$ cat src/rtl/adpll_pkg.sv
// Shared types and default timing parameters for the ADPLL lock sequencer
// and its up/down pattern detector.
package adpll_pkg;

    typedef enum logic [2:0] {
        ST_IDLE      = 3'd0,
        ST_RESET     = 3'd1,
        ST_FREQ_ACQ  = 3'd2,
        ST_PHASE_ACQ = 3'd3,
        ST_LOCKED    = 3'd4,
        ST_FAIL      = 3'd5
    } state_e;

    // DIR_NEU doubles as "no direction seen yet" when held as the last direction.
    typedef enum logic [1:0] {
        DIR_NEU = 2'd0,
        DIR_UP  = 2'd1,
        DIR_DN  = 2'd2
    } dir_e;

    localparam int DEF_RST_PULSE = 2;
    localparam int DEF_LOCK_CNT  = 16;
    localparam int DEF_LOSS_CNT  = 8;
    localparam int DEF_TIMEOUT   = 255;
    localparam int DEF_MAX_RETRY = 3;

    // Phase-detector outputs are active-low; both asserted is ambiguous and treated as neutral.
    function automatic dir_e decode_dir(input logic p_up, input logic p_down);
        dir_e d;
        d = DIR_NEU;
        if (!p_up && p_down) d = DIR_UP;
        else if (p_up && !p_down) d = DIR_DN;
        return d;
    endfunction

endpackage

$ cat src/rtl/updn_pattern_detector.sv
// Decodes the phase-detector up/down pattern, remembers the last direction and
// maintains the lock-qualify and loss-run counters with look-ahead hit flags.
module updn_pattern_detector
    import adpll_pkg::*;
#(
    parameter int LOCK_CNT = DEF_LOCK_CNT,
    parameter int LOSS_CNT = DEF_LOSS_CNT
) (
    input  logic phase_clk_i,
    input  logic reset_n_i,
    input  logic p_up_i,
    input  logic p_down_i,
    input  logic clear_i,
    input  logic qual_en_i,
    input  logic run_en_i,
    output logic qual_hit_o,
    output logic run_hit_o
);

    localparam int QW = $clog2(LOCK_CNT + 1);
    localparam int RW = $clog2(LOSS_CNT + 1);
    localparam logic [QW-1:0] QUAL_MAX  = QW'(LOCK_CNT);
    localparam logic [QW-1:0] QUAL_LAST = QW'(LOCK_CNT - 1);
    localparam logic [RW-1:0] RUN_MAX   = RW'(LOSS_CNT);
    localparam logic [RW-1:0] RUN_LAST  = RW'(LOSS_CNT - 1);

    dir_e          dir;
    dir_e          last_dir_q, last_dir_d;
    logic [QW-1:0] qual_q, qual_d;
    logic [RW-1:0] run_q, run_d;
    logic          is_repeat;

    always_comb begin
        dir        = decode_dir(p_up_i, p_down_i);
        is_repeat  = (dir != DIR_NEU) && (dir == last_dir_q);
        last_dir_d = last_dir_q;
        qual_d     = qual_q;
        run_d      = run_q;
        if (clear_i) begin
            last_dir_d = DIR_NEU;
            qual_d     = '0;
            run_d      = '0;
        end else begin
            if ((qual_en_i || run_en_i) && (dir != DIR_NEU))
                last_dir_d = dir;
            if (qual_en_i)
                qual_d = is_repeat ? '0 : ((qual_q == QUAL_MAX) ? qual_q : qual_q + 1'b1);
            if (run_en_i)
                run_d = !is_repeat ? '0 : ((run_q == RUN_MAX) ? run_q : run_q + 1'b1);
        end
    end

    // Hits look at the current sample so the FSM reacts on the same edge that samples it.
    assign qual_hit_o = qual_en_i && !clear_i && !is_repeat && (qual_q >= QUAL_LAST);
    assign run_hit_o  = run_en_i && !clear_i && is_repeat && (run_q >= RUN_LAST);

    always_ff @(posedge phase_clk_i or negedge reset_n_i) begin
        if (!reset_n_i) begin
            last_dir_q <= DIR_NEU;
            qual_q     <= '0;
            run_q      <= '0;
        end else begin
            last_dir_q <= last_dir_d;
            qual_q     <= qual_d;
            run_q      <= run_d;
        end
    end

endmodule

$ cat src/rtl/adpll_lock_sequencer.sv
// Lock-acquisition sequencer: pulses the DCO controller reset, waits for frequency
// lock, qualifies phase lock, watches for loss and retries within a bounded budget.
module adpll_lock_sequencer
    import adpll_pkg::*;
#(
    parameter int RST_PULSE = DEF_RST_PULSE,
    parameter int LOCK_CNT  = DEF_LOCK_CNT,
    parameter int LOSS_CNT  = DEF_LOSS_CNT,
    parameter int TIMEOUT   = DEF_TIMEOUT,
    parameter int MAX_RETRY = DEF_MAX_RETRY
) (
    input  logic       phase_clk_i,
    input  logic       reset_n_i,
    input  logic       enable_i,
    input  logic       p_up_i,
    input  logic       p_down_i,
    input  logic       freq_lock_i,
    output logic       ctrl_reset_o,
    output logic       pll_lock_o,
    output logic       lock_lost_o,
    output logic       fail_o,
    output logic [1:0] retry_cnt_o,
    output logic [2:0] state_o
);

    localparam int TW = $clog2(TIMEOUT + 1);
    localparam int PW = $clog2(RST_PULSE + 1);
    localparam logic [TW-1:0] TIMER_LAST = TW'(TIMEOUT - 1);
    localparam logic [PW-1:0] PULSE_LAST = PW'(RST_PULSE - 1);
    localparam logic [1:0]    RETRY_MAX  = 2'(MAX_RETRY);

    logic [1:0]    sync_q;
    state_e        state_q;
    logic [TW-1:0] timer_q;
    logic [PW-1:0] pulse_q;
    logic [1:0]    retry_q;
    logic          ctrl_reset_q, pll_lock_q, lock_lost_q, fail_q;
    logic          qual_hit, run_hit, retry_req;

    updn_pattern_detector #(
        .LOCK_CNT(LOCK_CNT),
        .LOSS_CNT(LOSS_CNT)
    ) u_detector (
        .phase_clk_i(phase_clk_i),
        .reset_n_i  (reset_n_i),
        .p_up_i     (p_up_i),
        .p_down_i   (p_down_i),
        .clear_i    (!(state_q == ST_PHASE_ACQ || state_q == ST_LOCKED)),
        .qual_en_i  (state_q == ST_PHASE_ACQ),
        .run_en_i   (state_q == ST_LOCKED),
        .qual_hit_o (qual_hit),
        .run_hit_o  (run_hit)
    );

    assign retry_req = ((state_q == ST_FREQ_ACQ) && (timer_q == TIMER_LAST)) ||
                       ((state_q == ST_PHASE_ACQ) && ((timer_q == TIMER_LAST) || !freq_lock_i));

    // Reset assertion is immediate; release only reaches the FSM after two flops.
    always_ff @(posedge phase_clk_i or negedge reset_n_i) begin
        if (!reset_n_i) sync_q <= 2'b00;
        else            sync_q <= {sync_q[0], 1'b1};
    end

    always_ff @(posedge phase_clk_i or negedge reset_n_i) begin
        if (!reset_n_i) begin
            state_q      <= ST_IDLE;
            ctrl_reset_q <= 1'b1;
            pll_lock_q   <= 1'b0;
            lock_lost_q  <= 1'b0;
            fail_q       <= 1'b0;
            retry_q      <= '0;
            timer_q      <= '0;
            pulse_q      <= '0;
        end else if (sync_q[1]) begin
            lock_lost_q <= 1'b0;
            if (!enable_i) begin
                state_q      <= ST_IDLE;
                ctrl_reset_q <= 1'b1;
                pll_lock_q   <= 1'b0;
                fail_q       <= 1'b0;
                retry_q      <= '0;
                timer_q      <= '0;
                pulse_q      <= '0;
            end else if (retry_req) begin
                ctrl_reset_q <= 1'b1;
                timer_q      <= '0;
                pulse_q      <= '0;
                if (retry_q == RETRY_MAX) begin
                    state_q <= ST_FAIL;
                    fail_q  <= 1'b1;
                end else begin
                    state_q <= ST_RESET;
                    retry_q <= retry_q + 1'b1;
                end
            end else begin
                case (state_q)
                    ST_IDLE: begin
                        state_q      <= ST_RESET;
                        ctrl_reset_q <= 1'b1;
                        retry_q      <= '0;
                        timer_q      <= '0;
                        pulse_q      <= '0;
                    end
                    ST_RESET: begin
                        if (pulse_q == PULSE_LAST) begin
                            state_q      <= ST_FREQ_ACQ;
                            ctrl_reset_q <= 1'b0;
                        end else begin
                            pulse_q <= pulse_q + 1'b1;
                        end
                    end
                    ST_FREQ_ACQ: begin
                        timer_q <= timer_q + 1'b1;
                        if (freq_lock_i) state_q <= ST_PHASE_ACQ;
                    end
                    ST_PHASE_ACQ: begin
                        timer_q <= timer_q + 1'b1;
                        if (qual_hit) begin
                            state_q    <= ST_LOCKED;
                            pll_lock_q <= 1'b1;
                            timer_q    <= '0;
                        end
                    end
                    // A loss from lock restarts with a fresh retry budget.
                    ST_LOCKED: begin
                        if (run_hit || !freq_lock_i) begin
                            state_q      <= ST_RESET;
                            ctrl_reset_q <= 1'b1;
                            pll_lock_q   <= 1'b0;
                            lock_lost_q  <= 1'b1;
                            retry_q      <= '0;
                            pulse_q      <= '0;
                            timer_q      <= '0;
                        end
                    end
                    ST_FAIL: begin
                        ctrl_reset_q <= 1'b1;
                        fail_q       <= 1'b1;
                    end
                    default: begin
                        state_q      <= ST_IDLE;
                        ctrl_reset_q <= 1'b1;
                        pll_lock_q   <= 1'b0;
                        fail_q       <= 1'b0;
                        retry_q      <= '0;
                    end
                endcase
            end
        end
    end

    assign ctrl_reset_o = ctrl_reset_q;
    assign pll_lock_o   = pll_lock_q;
    assign lock_lost_o  = lock_lost_q;
    assign fail_o       = fail_q;
    assign retry_cnt_o  = retry_q;
    assign state_o      = state_q;

endmodule

$ cat config.mk
export PLATFORM = sky130hd
export DESIGN_NAME = adpll_lock_sequencer
export DESIGN_NICKNAME = d
export VERILOG_FILES = /design/src/rtl/adpll_pkg.sv /design/src/rtl/updn_pattern_detector.sv /design/src/rtl/adpll_lock_sequencer.sv
export SDC_FILE = /design/constraint.sdc
export NUM_CORES = 1
export LEC_CHECK = 0
export ABC_CLOCK_PERIOD_IN_PS = 4900
export BUFFER_PORTS_ARGS = -buffer_cell sky130_fd_sc_hd__buf_2
export CORE_MARGIN = 3
export CORE_UTILIZATION = 50
export CTS_BUF_LIST = sky130_fd_sc_hd__clkbuf_8 sky130_fd_sc_hd__clkbuf_16
export CTS_CLUSTER_DIAMETER = 100
export DETAILED_ROUTE_END_ITERATION = 6
export PLACE_DENSITY_LB_ADDON = 0.3
export SLEW_MARGIN = 5
export SYNTH_ARGS = -nofsm -noshare
export SYNTH_HDL_FRONTEND = slang
export SYNTH_SLANG_ARGS = --single-unit
$ cat constraint.sdc
create_clock -name phase_clk_i -period 4.9 [get_ports phase_clk_i]
set_input_delay 0.49 -clock phase_clk_i [delete_from_list [all_inputs] [get_ports phase_clk_i]]
set_output_delay 0.49 -clock phase_clk_i [all_outputs]
set_load 0.02 [all_outputs]
==> Word level (Yosys, flattened, before mapping) <==
Cells that the tools add are included.
W data, S select, Z words.
{ "word_totals": {"reg_bits": 32, "in_bits": 6, "out_inout_bits": 9, "word_cells": 139} }
{ "op_classes": {"n_addsub": 5, "magnitude_cmp": 2, "n_eq_ne": 33, "mux": 52, "reduce_logical": 35} }
{ "ops": {"columns": ["op", "count"], "rows": [
  ["$mux W8", 4],
  ["$pmux W8 S4", 1],
  ["$mux W2", 11],
  ["$mux W3", 7],
  ["$mux W5", 4],
  ["$ne A4 B4 Y1 const B", 5],
  ["$pmux W3 S6", 1],
  ["$mux W4", 4],
  ["$mux W1", 15],
  ["$ne A3 B2 Y1 const B", 5],
  ["$ne A3 B3 Y1 const B", 5],
  ["$logic_and A1 B1 Y1", 12],
  ["$reduce_and A4 Y1", 3],
  ["$add A8 B1 Y8 const B", 1],
  ["$eq A8 B8 Y1 const B", 1],
  ["$reduce_or A4 Y1", 2],
  ["$eq A3 B2 Y1 const B", 2],
  ["$eq A3 B3 Y1 const B", 2],
  ["$ne A2 B1 Y1 const B", 3],
  ["$ne A6 B1 Y1 const B", 1],
  ["$pmux W1 S3", 2],
  ["$pmux W2 S3", 1],
  ["$reduce_and A3 Y1", 2],
  ["$reduce_and A6 Y1", 1],
  ["23 further kinds", 32]
]} }

==> Logic depth before layout (Yosys ltp) <==
Gate-level depths: netlist of run 1.
{ "depth": {"ltp_word": 13, "mapped_depth": 9, "depth_no_buf": 8} }

==> Cells and area by module <==
A second synthesis of run 1 with hierarchy kept.
{ "hier_totals": {"cells_unflattened": 230, "hier_area_um2": 2092.0} }
{ "modules_own_cells": {"columns": ["module", "n_inst", "cells_per_inst", "area_each_um2", "seq_area_each_um2"], "rows": [
  ["adpll_lock_sequencer", 1, 148, 1333.8, 526.8],
  ["updn_pattern_detector", 1, 82, 758.2, 275.3]
]} }

==> Least setup slack after synthesis of run 1 <==
OpenSTA, ideal clock, no wires.
{ "synth_timing": {"path_type": "input to register", "from": "in p_up_i", "to": "reg state_q[2] (netlist: state_o[2])", "setup_ns": 0.125, "arrival_time_ns": 2.025, "required_time_ns": 4.775, "slack_ns": 2.750, "cell_stages": 7, "path_buffers": 1, "path_cell_list": "inv_1 ha_1 clkbuf_8 o41ai_4 o221a_4 o31ai_2 mux2_4"} }
{ "synth_between": {"elab_chain_cells": 10, "elab_cells_between_ends": 17, "classes_between": "eq/ne: 3; mux: 2; reduce/logical: 12"} }
{ "synth_rtl": {"columns": ["element", "line", "text"], "rows": [
  ["from (decl)", "adpll_lock_sequencer.sv:15", "input logic p_up_i,"],
  ["$logic_and A1 B1 Y1 or $logic_not A1 Y1 (tied branches)", "adpll_pkg.sv:32, adpll_pkg.sv:31", null],
  ["$mux W2 or $logic_and A1 B1 Y1 (tied branches)", "adpll_pkg.sv:32, adpll_pkg.sv:31", null],
  ["$mux W2 *", "adpll_pkg.sv:31", "if (!p_up && p_down) d = DIR_UP;"],
  ["$eq A2 B2 Y1 or $reduce_bool A2 Y1 (tied branches)", "updn_pattern_detector.sv:35", "is_repeat = (dir != DIR_NEU) && (dir == last_dir_q);"],
  ["$logic_and A1 B1 Y1 *", "updn_pattern_detector.sv:35", null],
  ["$logic_and A1 B1 Y1 or $logic_not A1 Y1 (tied branches)", null, null],
  ["$logic_and A1 B1 Y1 (on tied branches)", "updn_pattern_detector.sv:55, updn_pattern_detector.sv:54", null],
  ["$logic_or A1 B1 Y1 or $logic_and A1 B1 Y1 (tied branches)", "adpll_lock_sequencer.sv:126, updn_pattern_detector.sv:54", null],
  ["$ne A4 B4 Y1 (no source line)", null, null],
  ["$reduce_and A6 Y1 (no source line) *", null, null],
  ["to (signal assigned)", "adpll_lock_sequencer.sv:119", "state_q <= ST_LOCKED;"],
  ["to (signal assigned)", "adpll_lock_sequencer.sv:127", "state_q <= ST_RESET;"],
  ["to (signal assigned)", "adpll_lock_sequencer.sv:141", "state_q <= ST_IDLE;"],
  ["to (decl)", "adpll_lock_sequencer.sv:33", "state_e state_q;"]
]} }
Every way passes the cells marked *; elsewhere a longest branch is shown, timed or not.
A chain may end at the register's enable or synchronous reset.

==> Final worst setup path of run 1 <==
{ "layout_timing": {"from": "in p_up_i", "to": "reg timer_q[1]"} }
{ "layout_between": {"elab_chain_cells": 12, "elab_cells_between_ends": 20, "classes_between": "eq/ne: 2; mux: 6; reduce/logical: 12"} }
{ "layout_rtl": {"columns": ["element", "line", "text"], "rows": [
  ["$logic_and A1 B1 Y1 or $logic_not A1 Y1 (tied branches)", "adpll_pkg.sv:32, adpll_pkg.sv:31", null],
  ["$mux W2 or $logic_and A1 B1 Y1 (tied branches)", "adpll_pkg.sv:32, adpll_pkg.sv:31", null],
  ["$mux W2 *", "adpll_pkg.sv:31", null],
  ["$eq A2 B2 Y1 or $reduce_bool A2 Y1 (tied branches)", "updn_pattern_detector.sv:35", null],
  ["$logic_and A1 B1 Y1 *", "updn_pattern_detector.sv:35", null],
  ["$logic_not A1 Y1", null, null],
  ["$logic_and A1 B1 Y1 (2 in series)", "updn_pattern_detector.sv:54", "assign qual_hit_o = qual_en_i && !clear_i && !is_repeat && (qual_q >= QUAL_LAST);"],
  ["$mux W8", "adpll_lock_sequencer.sv:118", "if (qual_hit) begin"],
  ["$pmux W8 S4", "adpll_lock_sequencer.sv:96", "case (state_q)"],
  ["$mux W8", "adpll_lock_sequencer.sv:84", "end else if (retry_req) begin"],
  ["$mux W8", "adpll_lock_sequencer.sv:76", "if (!enable_i) begin"],
  ["to (signal assigned)", "adpll_lock_sequencer.sv:113", "timer_q <= timer_q + 1'b1;"],
  ["to (signal assigned)", "adpll_lock_sequencer.sv:117", "timer_q <= timer_q + 1'b1;"],
  ["to (decl)", "adpll_lock_sequencer.sv:34", "logic [TW-1:0] timer_q;"]
]} }
Marked as above.

==> metrics.md, run 1 <==
| Metric | Value |
|---|---|
| Status | `complete, no violations` |
| Syn_area_per_cell | `about 9.4 sq um` |
| Unrepaired setup endpoints after global routing | `false` |
| Initial antenna violation count | `0` |
| Port buffer count | `14` |
| Gpl congestion | `just under 0.9` |
| Seq/Total Area, Yosys | `a little under two fifths` |
| Via-to-Cell Ratio | `between 5 and 6` |
| Pre-CTS setup slack | `2.02 ns` |
| Cts repair resizes | `0` |
| Worst Setup End Kind | `register` |
| Hold crit path type | `input pin to async pin` |
| Worst rel slew slack | `37.7%` |
| Clock transition at path regs | `around 0.06 ns` |
| Clock tree buffer depth | `2` |
| Antenna-violating nets left | `0` |
| Yosys cell types | `58` |
| Final setup vio count | `0` |
| Total track usage | `about 18%` |
| Seq cells post-synth | `32` |
| Standard-cell row count | `23` |
| Power per cell area | `about 350 nW/um^2` |
| Final Power | `793 uW` |
| Share of cells above drive strength 1 | `between 10% and 20%` |
| WL per Instance | `14.5 um` |
| Multi-input gate area | `1210 sq um` |
| # hold bufs at CTS | `0` |
| Vias in the first global route | `about 1600` |
| Worst setup SP type | `input pin` |
| Grt total ovfl | `0` |
| Commonest cells after routing, fill and taps aside | `31 x dfrtp_1, 21 x inv_1, 21 x o21ai_0` |
| Clk root buf | `clkbuf_8` |
| Largest net degree at the start of global routing | `33` |
| Crit path arrival time | `between 2 and 3 ns` |
| Setup WS post-layout | `2.30 ns` |
| Crit path kind | `input pin to register` |
| Ant. Diodes | `0` |
| Layout Skew | `between 0.005 and 0.006 ns` |
| Area growth syn-to-layout | `7.13%` |
| Maxcap violations | `0` |
| CTS H-tree depth | `2` |
| Ys Warns | `0` |
| Fin nets | `approximately 260` |
| Worst IR Drop VDD | `approximately 0.00025 V` |
| Leading cell type in the layout, fill and taps excluded | `dfrtp_1` |
| Final design area excluding fillers | `~2300 sq um` |
| Clk Latency, worst-skew pair | `around 0.28 ns` |
| Area of the core | `4060 sq um` |
| Vias | `1682` |
| Synth top area share | `between 30% and 40%` |
| Worst Setup SP | `p_up_i` |
| Period minus WS final | `around 2.6 ns` |
| LEAKAGE | `0.00102 uW` |
| CP Max Fanout | `12` |
| Count of final hold-check violations | `0` |
| TritonCTS Buffers | `5` |
| Number of flops mapped to enable cells by yosys | `0` |
| Die W | `slightly above 70 um` |
| Fmax | `384 MHz` |
| Fin. max-slew vios | `0` |
| Top Ports | `15` |
| Worst-Margin Slew | `~0.9 ns` |
| Area leader, netlist | `dfrtp_1` |
| First-pass iteration count of the detailed router | `4` |
| Die H | `71.5 um` |
| Number of post-CTS setup repair buffers | `0` |
| Worst r2r src | `state_o[1]` |
| Async set-or-reset flop fraction in the synthesized netlist | `100%` |
| Synthesized area | `2140 sq um` |
| Post-DP Area | `2220 sq um` |
| Register Area | `~800 sq um` |
| Post-synthesis net count | `about 250` |
| Total Wirelength | `4220 um` |
| CTS tree | `done` |
| Die area | `~5100 sq um` |
| Worst Path Required | `between 5 and 6 ns` |
| Crit share post-route | `53.1%` |
| Post-route setup TNS | `0 ns` |
| Ranking of synthesized cells by area | `dfrtp_1 36%, ha_1 6.4%, o21ai_0 4.9%` |
| Wire length of the first global-routing pass | `between 7000 and 8000 um` |
| Clk sink count | `32` |
| DRC viols | `0` |
| Fill cell count | `between 300 and 400` |
| Mapped Cells | `~230` |
| Starting DRC count in detailed routing | `64` |
| DP HPWL | `3090 um` |
| Initial Util | `between 50% and 60%` |
| Synth Flop Type | `dfrtp_1` |
-- final cells by class --
class	count	area share, %
Multi-Input combinational cell	168	52.6
Sequential cell	32	35.0
Inverter	20	3.27
Timing Repair Buffer	14	3.05
Clock buffer	5	3.00
Tap cell	50	2.73
Clock inverter	2	0.382
-- critical path: stages --
cell and delay (ns):
buf_2 0.09, inv_1 0.04, ha_1 0.26, xnor2_1 0.31
nand3_1 0.19, o41ai_2 0.84, nand2_1 0.28, o32ai_1 0.29
-- stage by stage --
stage / util, % / instances / hold slack, ns
floorplan: - / 228 / 0.194
global placement: 54.6 / 284 / 0.334
detailed placement: 54.6 / 284 / 0.341
CTS: 56.6 / 291 / 0.274
global route: 56.6 / 291 / 0.291
finish: 56.6 / 291 / 0.253
-- worst paths after layout --
| kind | depth (start not counted) | to | slack (ns) |
|---|---|---|---|
| max | 8 | timer_q[1] | 2.30 |
| min | 1 | u_detector.qual_q[2] | 0.25 |
| max reg2reg | 5 | timer_q[1] | 2.33 |
| min reg2reg | 0 | sync_q[1] | 0.35 |
| max in group asynchronous | 1 | fail_o | 4.19 |
| min in group phase_clk_i | 0 | sync_q[1] | 0.35 |
-- state kept, by name, summed over array words and instances (netlist names) --
register and count:
sync_q 2, pll_lock_o 1, u_detector.run_q 4, fail_o 1, lock_lost_o 1, ctrl_reset_o 1
retry_cnt_o 2, u_detector.qual_q 5, u_detector.last_dir_q 2, pulse_q 2, state_o 3, timer_q 8
-- Yosys cell counts, drive strengths merged (2+ instances only) --
master    n
buf       4
a21oi    11
o21ai    22
a32o      2
o21a      2
nor2     16
o211ai    2
clkbuf    4
mux2      3
o22ai     2
a32oi     2
and2b     2
o41ai     2
nor2b     3
inv      20
xor2      2
dfrtp    31
nor3      2
xnor2     2
o2bb2ai   3
ha       11
nand4     5
and3      3
nand2    18
a21o      3
nand2b    8
o32ai     2
mux2i     4
o31ai     6
and3b     2
nand3    10
-- report_power, final --
part,internal (uW),switching [uW],leakage [uW]
logic,109,153,0.000542
registers,290,53.8,0.000435
clock network,94.2,93.0,0.0000452
-- kinds of logic after synthesis --
kind of cell,share of synthesized area [%]
AO/OA/AOI/OAI,24.4
XOR/XNOR,2.34
adder cells (fa/ha/maj),6.43
buffers and inverters,6.19
flip-flops,37.4
multiplexers,3.62
other,0.175
AND/OR/NAND/NOR,19.4
-- layer usage --
metal / GRT usage (%) / routed length, um / up-vias
met5: 0 / 0 / -
met4: 5.01 / 55 / 0
met3: 4.63 / 139 / 5
met2: 29.1 / 2000 / 25
met1: 23.2 / 2020 / 800
li1: - / - / 852
(Power assumes the default switching activity.)
==> run 2: changes to the inputs <==
ABC_CLOCK_PERIOD_IN_PS = 2200   (was 4900)
clock period = 2.2 ns   (was 4.9 ns; I/O delays follow)
==> metrics.md, run 2 (synthesized netlist as in run 1, its figures left out) <==
| Metric | Value |
|---|---|
| DRC viols | `0 (unchanged)` |
| Layer with the highest usage | `met2 (unchanged)` |
| Setup WS post-layout | `0.107 ns (was 2.30 ns)` |
| Crit path arrival time | `2.26 ns (was 2.79 ns)` |
| Worst IR Drop VDD | `0.000543 V (was 0.000252 V)` |
| P_sw | `699 uW (was 300 uW)` |
| Die H | `71.5 um (unchanged)` |
| Fill cell count | `350 (was 369)` |
| Leading cell type in the layout, fill and taps excluded | `dfrtp_1 (unchanged)` |
| Worst Path Required | `2.37 ns (was 5.08 ns)` |
| Reg power frac | `38.8% (was 43.4%)` |
| Area growth syn-to-layout | `14.0% (was 7.13%)` |
| CP Max Fanout | `4 (was 12)` |
| Global routing usage on met2 | `28.5% (was 29.1%)` |
| WL per Instance | `14.1 um (was 14.5 um)` |
| Share of cells above drive strength 1 | `21.2% (was 14.9%)` |
| Final design area excluding fillers | `2440 sq um (was 2290 sq um)` |
| Crit share post-route | `a little over nine tenths` |
| Cells after DPL | `300 (was 284)` |
| Pre-CTS setup slack | `0.0226 ns (was 2.02 ns)` |
| Post-route setup TNS | `0 ns (unchanged)` |
| Via-to-Cell Ratio | `5.68 (was 5.78)` |
| Met1 Use GR | `24.8% (was 23.2%)` |
| Clock tree buffer depth | `2 (unchanged)` |
| Worst-Margin Slew | `0.697 ns (was 0.925 ns)` |
| Biggest register | `timer_q (unchanged)` |
| Gpl congestion | `0.822 (was 0.895)` |
| Die W | `71.5 um (unchanged)` |
| Vias | `1755 (was 1682)` |
| Vias in the first global route | `1643 (was 1597)` |
| Final setup vio count | `0 (unchanged)` |
| Largest regs | `timer_q: 8 flops, u_detector.qual_q: 5 flops, u_detector.run_q: 4 flops (unchanged)` |
| Hold crit path type | `input pin to async pin (unchanged)` |
| CTS H-tree depth | `2 (unchanged)` |
| Status | `complete, but fails checks (was complete, no violations)` |
| Period minus WS final | `about 2.1 ns` |
| Area of the core | `4060 sq um (unchanged)` |
| Fin. max-slew vios | `0 (unchanged)` |
| Largest net degree at the start of global routing | `33 (unchanged)` |
| Fin Hold WS | `-0.0175 ns (was 0.253 ns)` |
| TritonCTS Buffers | `5 (unchanged)` |
| Crit path kind | `register to register (was input pin to register)` |
| Logic pwr share | `39.7% (was 33.0%)` |
| Top Ports | `15 (unchanged)` |
| Number of flip-flops under the largest register name | `8 (unchanged)` |
| Post-DP Area | `2340 sq um (was 2220 sq um)` |
| Fin nets | `276 (was 258)` |
| Commonest cells after routing, fill and taps aside | `31 x dfrtp_1, 21 x inv_1, 21 x o21ai_0 (unchanged)` |
| Worst setup SP type | `register (was input pin)` |
| Global-route track usage on met3 | `4.49% (was 4.63%)` |
| Die area | `5110 sq um (unchanged)` |
| First-pass iteration count of the detailed router | `4 (unchanged)` |
| Clock transition at path regs | `0.06 ns (about the same)` |
| Clk root buf | `clkbuf_8 (unchanged)` |
| Worst Setup End Kind | `register (unchanged)` |
| Initial antenna violation count | `0 (unchanged)` |
| Layout Skew | `0.00527 ns (was 0.00511 ns)` |
| Fmax | `~480 MHz` |
| Power per cell area | `778 nW/um^2 (was 346 nW/um^2)` |
| DP HPWL | `3220 um (was 3090 um)` |
| Count of final hold-check violations | `31 (was 0)` |
| Standard-cell row count | `23 (unchanged)` |
| Clk sink count | `32 (unchanged)` |
| Wire length of the first global-routing pass | `7410 um (was 7200 um)` |
| CTS tree | `done (unchanged)` |
| LEAKAGE | `0.00111 uW (was 0.00102 uW)` |
| Ant. Diodes | `0 (unchanged)` |
| Antenna-violating nets left | `0 (unchanged)` |
| Total track usage | `18.3% (was 17.7%)` |
| Worst rel slew slack | `53.5% (was 37.7%)` |
| Sw Ratio | `36.8% (was 37.8%)` |
| Failing checks | `hold timing` |
| Initial Util | `52.8% (unchanged)` |
| Maxcap violations | `0 (unchanged)` |
| Clock share of power | `21.5% (was 23.6%)` |
| Clk Latency, worst-skew pair | `0.28 ns (about the same)` |
| Grt total ovfl | `0 (unchanged)` |
| Final cell count without fillers | `309 (was 291)` |
| Starting DRC count in detailed routing | `110 (was 64)` |
| Internal power | `1200 uW (was 493 uW)` |
| Port buffer count | `14 (unchanged)` |
| Total Wirelength | `4370 um (was 4220 um)` |
## run 2: cell types whose count changed in the layout (fill, tap and decap cells not counted)
cell,change
o31ai_2,-1
ha_2,+1
buf_4,+18
o31ai_4,+1
ha_1,-1
## run 2: what timing repair did
| action | 4_1_cts | 5_1_grt |
|---|---|---|
| setup endpoints to repair | 0 | 1 |
| hold endpoints to repair | 0 | 0 |
| hold buffers | 0 | 0 |
| buffers inserted | 0 | 2 |
| resized for setup | 0 | 2 |
## run 2: path summary, 6_finish.rpt
kind	start	slack, ns	depth (start not counted)	endpoint
worst max-delay path	u_detector.qual_q[0]	0.11	8	state_o[2]
worst min-delay path	reset_n_i	-0.02	1	u_detector.last_dir_q[0]
worst max register to register	u_detector.qual_q[0]	0.11	8	state_o[2]
worst min register to register	sync_q[0]	0.35	0	sync_q[1]
max in group asynchronous	reset_n_i	1.77	1	retry_cnt_o[0]
min in group phase_clk_i	enable_i	0.30	3	fail_o
## run 2: cell type report
class | count | area, sq um | share of cell area, %
multi-input cells | 168 | 1220 | 49.9
inverters | 20 | 75.1 | 3.08
clock buffers | 5 | 68.8 | 2.82
repair buffers | 32 | 205 | 8.41
clock inverters | 2 | 8.76 | 0.359
flip-flops and latches | 32 | 802 | 32.9
well taps | 50 | 62.6 | 2.56
## run 2: critical path, stage by stage (launching register included)
cell and delay, ns:
dfrtp_1 0.38, ha_2 0.20, and3_1 0.19, ha_1 0.17, nor2_1 0.11, a32oi_2 0.11, o221a_4 0.29, o31ai_4 0.22
mux2_4 0.31
## run 2: through the flow
stage | utilization (%) | total power (uW)
after floorplan | - | 1240
after global placement | 57.6 | 1430
after detailed placement | 57.6 | 1440
after CTS | 59.5 | 1860
after global routing | 60.2 | 2020
final | 60.2 | 1900
## run 2: per-layer routing
| layer | vias up | routed length (um) |
|---|---|---|
| met5 | - | 0 |
| met4 | 0 | 29 |
| met3 | 2 | 154 |
| met2 | 30 | 2080 |
| met1 | 836 | 2100 |
| li1 | 887 | - |
## run 2: power groups by stage
stage	clock (uW)	sequential (uW)	combinational, uW
global placement	0	740	688
CTS	425	733	702
global route	443	745	832
finish	407	736	754
floorplan	0	740	500
detailed placement	0	743	698
==> run 3: changes to the inputs <==
CORE_MARGIN = 2   (was 3)
PLACE_DENSITY = 0.79   (was unset)
PLACE_DENSITY_LB_ADDON = unset   (was 0.3)
==> metrics.md, run 3 (synthesized netlist as in run 1, its figures left out) <==
| Metric | Value |
|---|---|
| Status | `complete, but fails checks (unchanged)` |
| Failing checks | `hold timing (unchanged)` |
| Number of flip-flops under the largest register name | `8 (unchanged)` |
| Antenna-violating nets left | `0 (unchanged)` |
| Die area | `4820 sq um (was 5110 sq um)` |
| Clock transition at path regs | `0.07 ns (was 0.06 ns)` |
| Period minus WS final | `2.14 ns (was 2.09 ns)` |
| Fin. max-slew vios | `0 (unchanged)` |
| Die H | `69.5 um (was 71.5 um)` |
| Vias | `1832 (was 1755)` |
| Vias in the first global route | `1749 (was 1643)` |
| Biggest register | `timer_q (unchanged)` |
| Power per cell area | `776 nW/um^2 (was 778 nW/um^2)` |
| Clk sink count | `32 (unchanged)` |
| WL per Instance | `15.2 um (was 14.1 um)` |
| Count of final hold-check violations | `31 (unchanged)` |
| Total track usage | `20.4% (was 18.3%)` |
| Via-to-Cell Ratio | `5.99 (was 5.68)` |
| Maxcap violations | `0 (unchanged)` |
| Largest net degree at the start of global routing | `33 (unchanged)` |
| Worst IR Drop VDD | `0.000590 V (was 0.000543 V)` |
| Fin Hold WS | `-0.0246 ns (was -0.0175 ns)` |
| Final Util | `59.7% (was 60.2%)` |
| First-pass iteration count of the detailed router | `4 (unchanged)` |
| LEAKAGE | `0.00110 uW (was 0.00111 uW)` |
| Share of cells above drive strength 1 | `20.3% (was 21.2%)` |
| Number of post-CTS setup repair buffers | `0 (unchanged)` |
| DRC viols | `0 (unchanged)` |
| Worst Path Required | `2.38 ns (was 2.37 ns)` |
| Area of the core | `4060 sq um (unchanged)` |
| Ant. Diodes | `0 (unchanged)` |
| Crit share post-route | `97.4% (was 95.1%)` |
| Clk root buf | `clkbuf_8 (unchanged)` |
| Top Ports | `15 (unchanged)` |
| Largest regs | `timer_q: 8 flops, u_detector.qual_q: 5 flops, u_detector.run_q: 4 flops (unchanged)` |
| CTS H-tree depth | `2 (unchanged)` |
| Total Wirelength | `4670 um (was 4370 um)` |
| Worst setup SP type | `register (unchanged)` |
| Leading cell type in the layout, fill and taps excluded | `dfrtp_1 (unchanged)` |
| Commonest cells after routing, fill and taps aside | `31 x dfrtp_1, 22 x inv_1, 21 x o21ai_0 (was 31 x dfrtp_1, 21 x inv_1, 21 x o21ai_0)` |
| Fmax | `467 MHz (was 478 MHz)` |
| Hold crit path type | `input pin to async pin (unchanged)` |
| CP Max Fanout | `4 (unchanged)` |
| CTS tree | `done (unchanged)` |
| Wire length of the first global-routing pass | `7940 um (was 7410 um)` |
| Fin nets | `272 (was 276)` |
| Starting DRC count in detailed routing | `120 (was 110)` |
| Clock tree buffer depth | `2 (unchanged)` |
| Gpl congestion | `0.865 (was 0.822)` |
| Final setup vio count | `0 (unchanged)` |
| Initial antenna violation count | `0 (unchanged)` |
| Crit path kind | `register to register (unchanged)` |
| Port buffer count | `14 (unchanged)` |
| Worst-Margin Slew | `0.711 ns (was 0.697 ns)` |
| Clk Latency, worst-skew pair | `0.29 ns (was 0.28 ns)` |
| Worst rel slew slack | `52.6% (was 53.5%)` |
| Die W | `69.5 um (was 71.5 um)` |
| Post-route setup TNS | `0 ns (unchanged)` |
| TritonCTS Buffers | `5 (unchanged)` |
| Worst Setup End Kind | `register (unchanged)` |
| Layout Skew | `0.00877 ns (was 0.00527 ns)` |
| Initial Util | `52.8% (unchanged)` |
| Unrepaired setup endpoints after global routing | `true` |
| Crit path arrival time | `2.32 ns (was 2.26 ns)` |
| Standard-cell row count | `23 (unchanged)` |
| Grt total ovfl | `0 (unchanged)` |
| DP HPWL | `3250 um (was 3220 um)` |
| Area growth syn-to-layout | `13.0% (was 14.0%)` |
[run 3: cell count changes in the layout (fill, tap and decap cells not counted), sizes merged]
| cell | previous run | this run |
|---|---|---|
| buf | 32 | 28 |
| inv | 21 | 22 |
[run 3: worst max-delay path, stage by stage (launching register included)]
cell and delay, ns:
dfrtp_1 0.39, ha_1 0.23, and3_1 0.19, ha_1 0.17, nor2_1 0.11, a32oi_2 0.10
o221a_4 0.29, o31ai_4 0.24, mux2_4 0.31
[run 3: final cells by class]
cell class | count | area, sq um
clock buffers | 5 | 68.8
clock inverters | 3 | 12.5
fillers | 342 | 1640
inverters | 20 | 75.1
multi-input cells | 168 | 1220
flip-flops and latches | 32 | 802
well taps | 50 | 62.6
repair buffers | 28 | 175
[run 3: what timing repair did]
action	4_1_cts	5_1_grt
setup endpoints to repair	0	4
gates resized for setup	0	3
hold buffers	0	0
[run 3: path summary, 6_finish.rpt]
path / start / end / slack, ns / cells after the start
setup reg to reg: u_detector.qual_q[0] / state_o[2] / 0.06 / 8
hold reg to reg: sync_q[0] / sync_q[1] / 0.35 / 0
hold / removal: reset_n_i / u_detector.qual_q[4] / -0.02 / 1
min in group phase_clk_i: enable_i / fail_o / 0.28 / 3
setup / recovery: u_detector.qual_q[0] / state_o[2] / 0.06 / 8
max in group asynchronous: reset_n_i / fail_o / 1.76 / 1
[run 3: routing by layer]
layer	part of all wire, %	GRT usage [%]	vias up
li1	-	-	888
met1	46	27.3	880
met2	47	31.0	57
met3	5.9	6.40	7
met4	1.1	7.63	0
met5	0	0	-
[run 3: power breakdown]
group | leakage, uW | internal (uW) | switching [uW]
combinational | 0.000615 | 305 | 404
sequential | 0.000435 | 647 | 92.3
clock | 0.0000505 | 212 | 217
[run 3: metrics by stage]
stage | instance area [sq um] | total power, uW | worst slack, ns | hold WS (ns) | cells
floorplan | 2140 | 1240 | 0.126 | -0.0756 | 228
global placement | 2320 | 1420 | 0.0691 | 0.316 | 298
detailed placement | 2320 | 1430 | 0.0329 | 0.321 | 298
CTS | 2400 | 1870 | 0.0328 | 0.00793 | 306
global route | 2420 | 2000 | -0.0179 | 0.0553 | 306
finish | 2420 | 1880 | 0.0573 | -0.0246 | 306
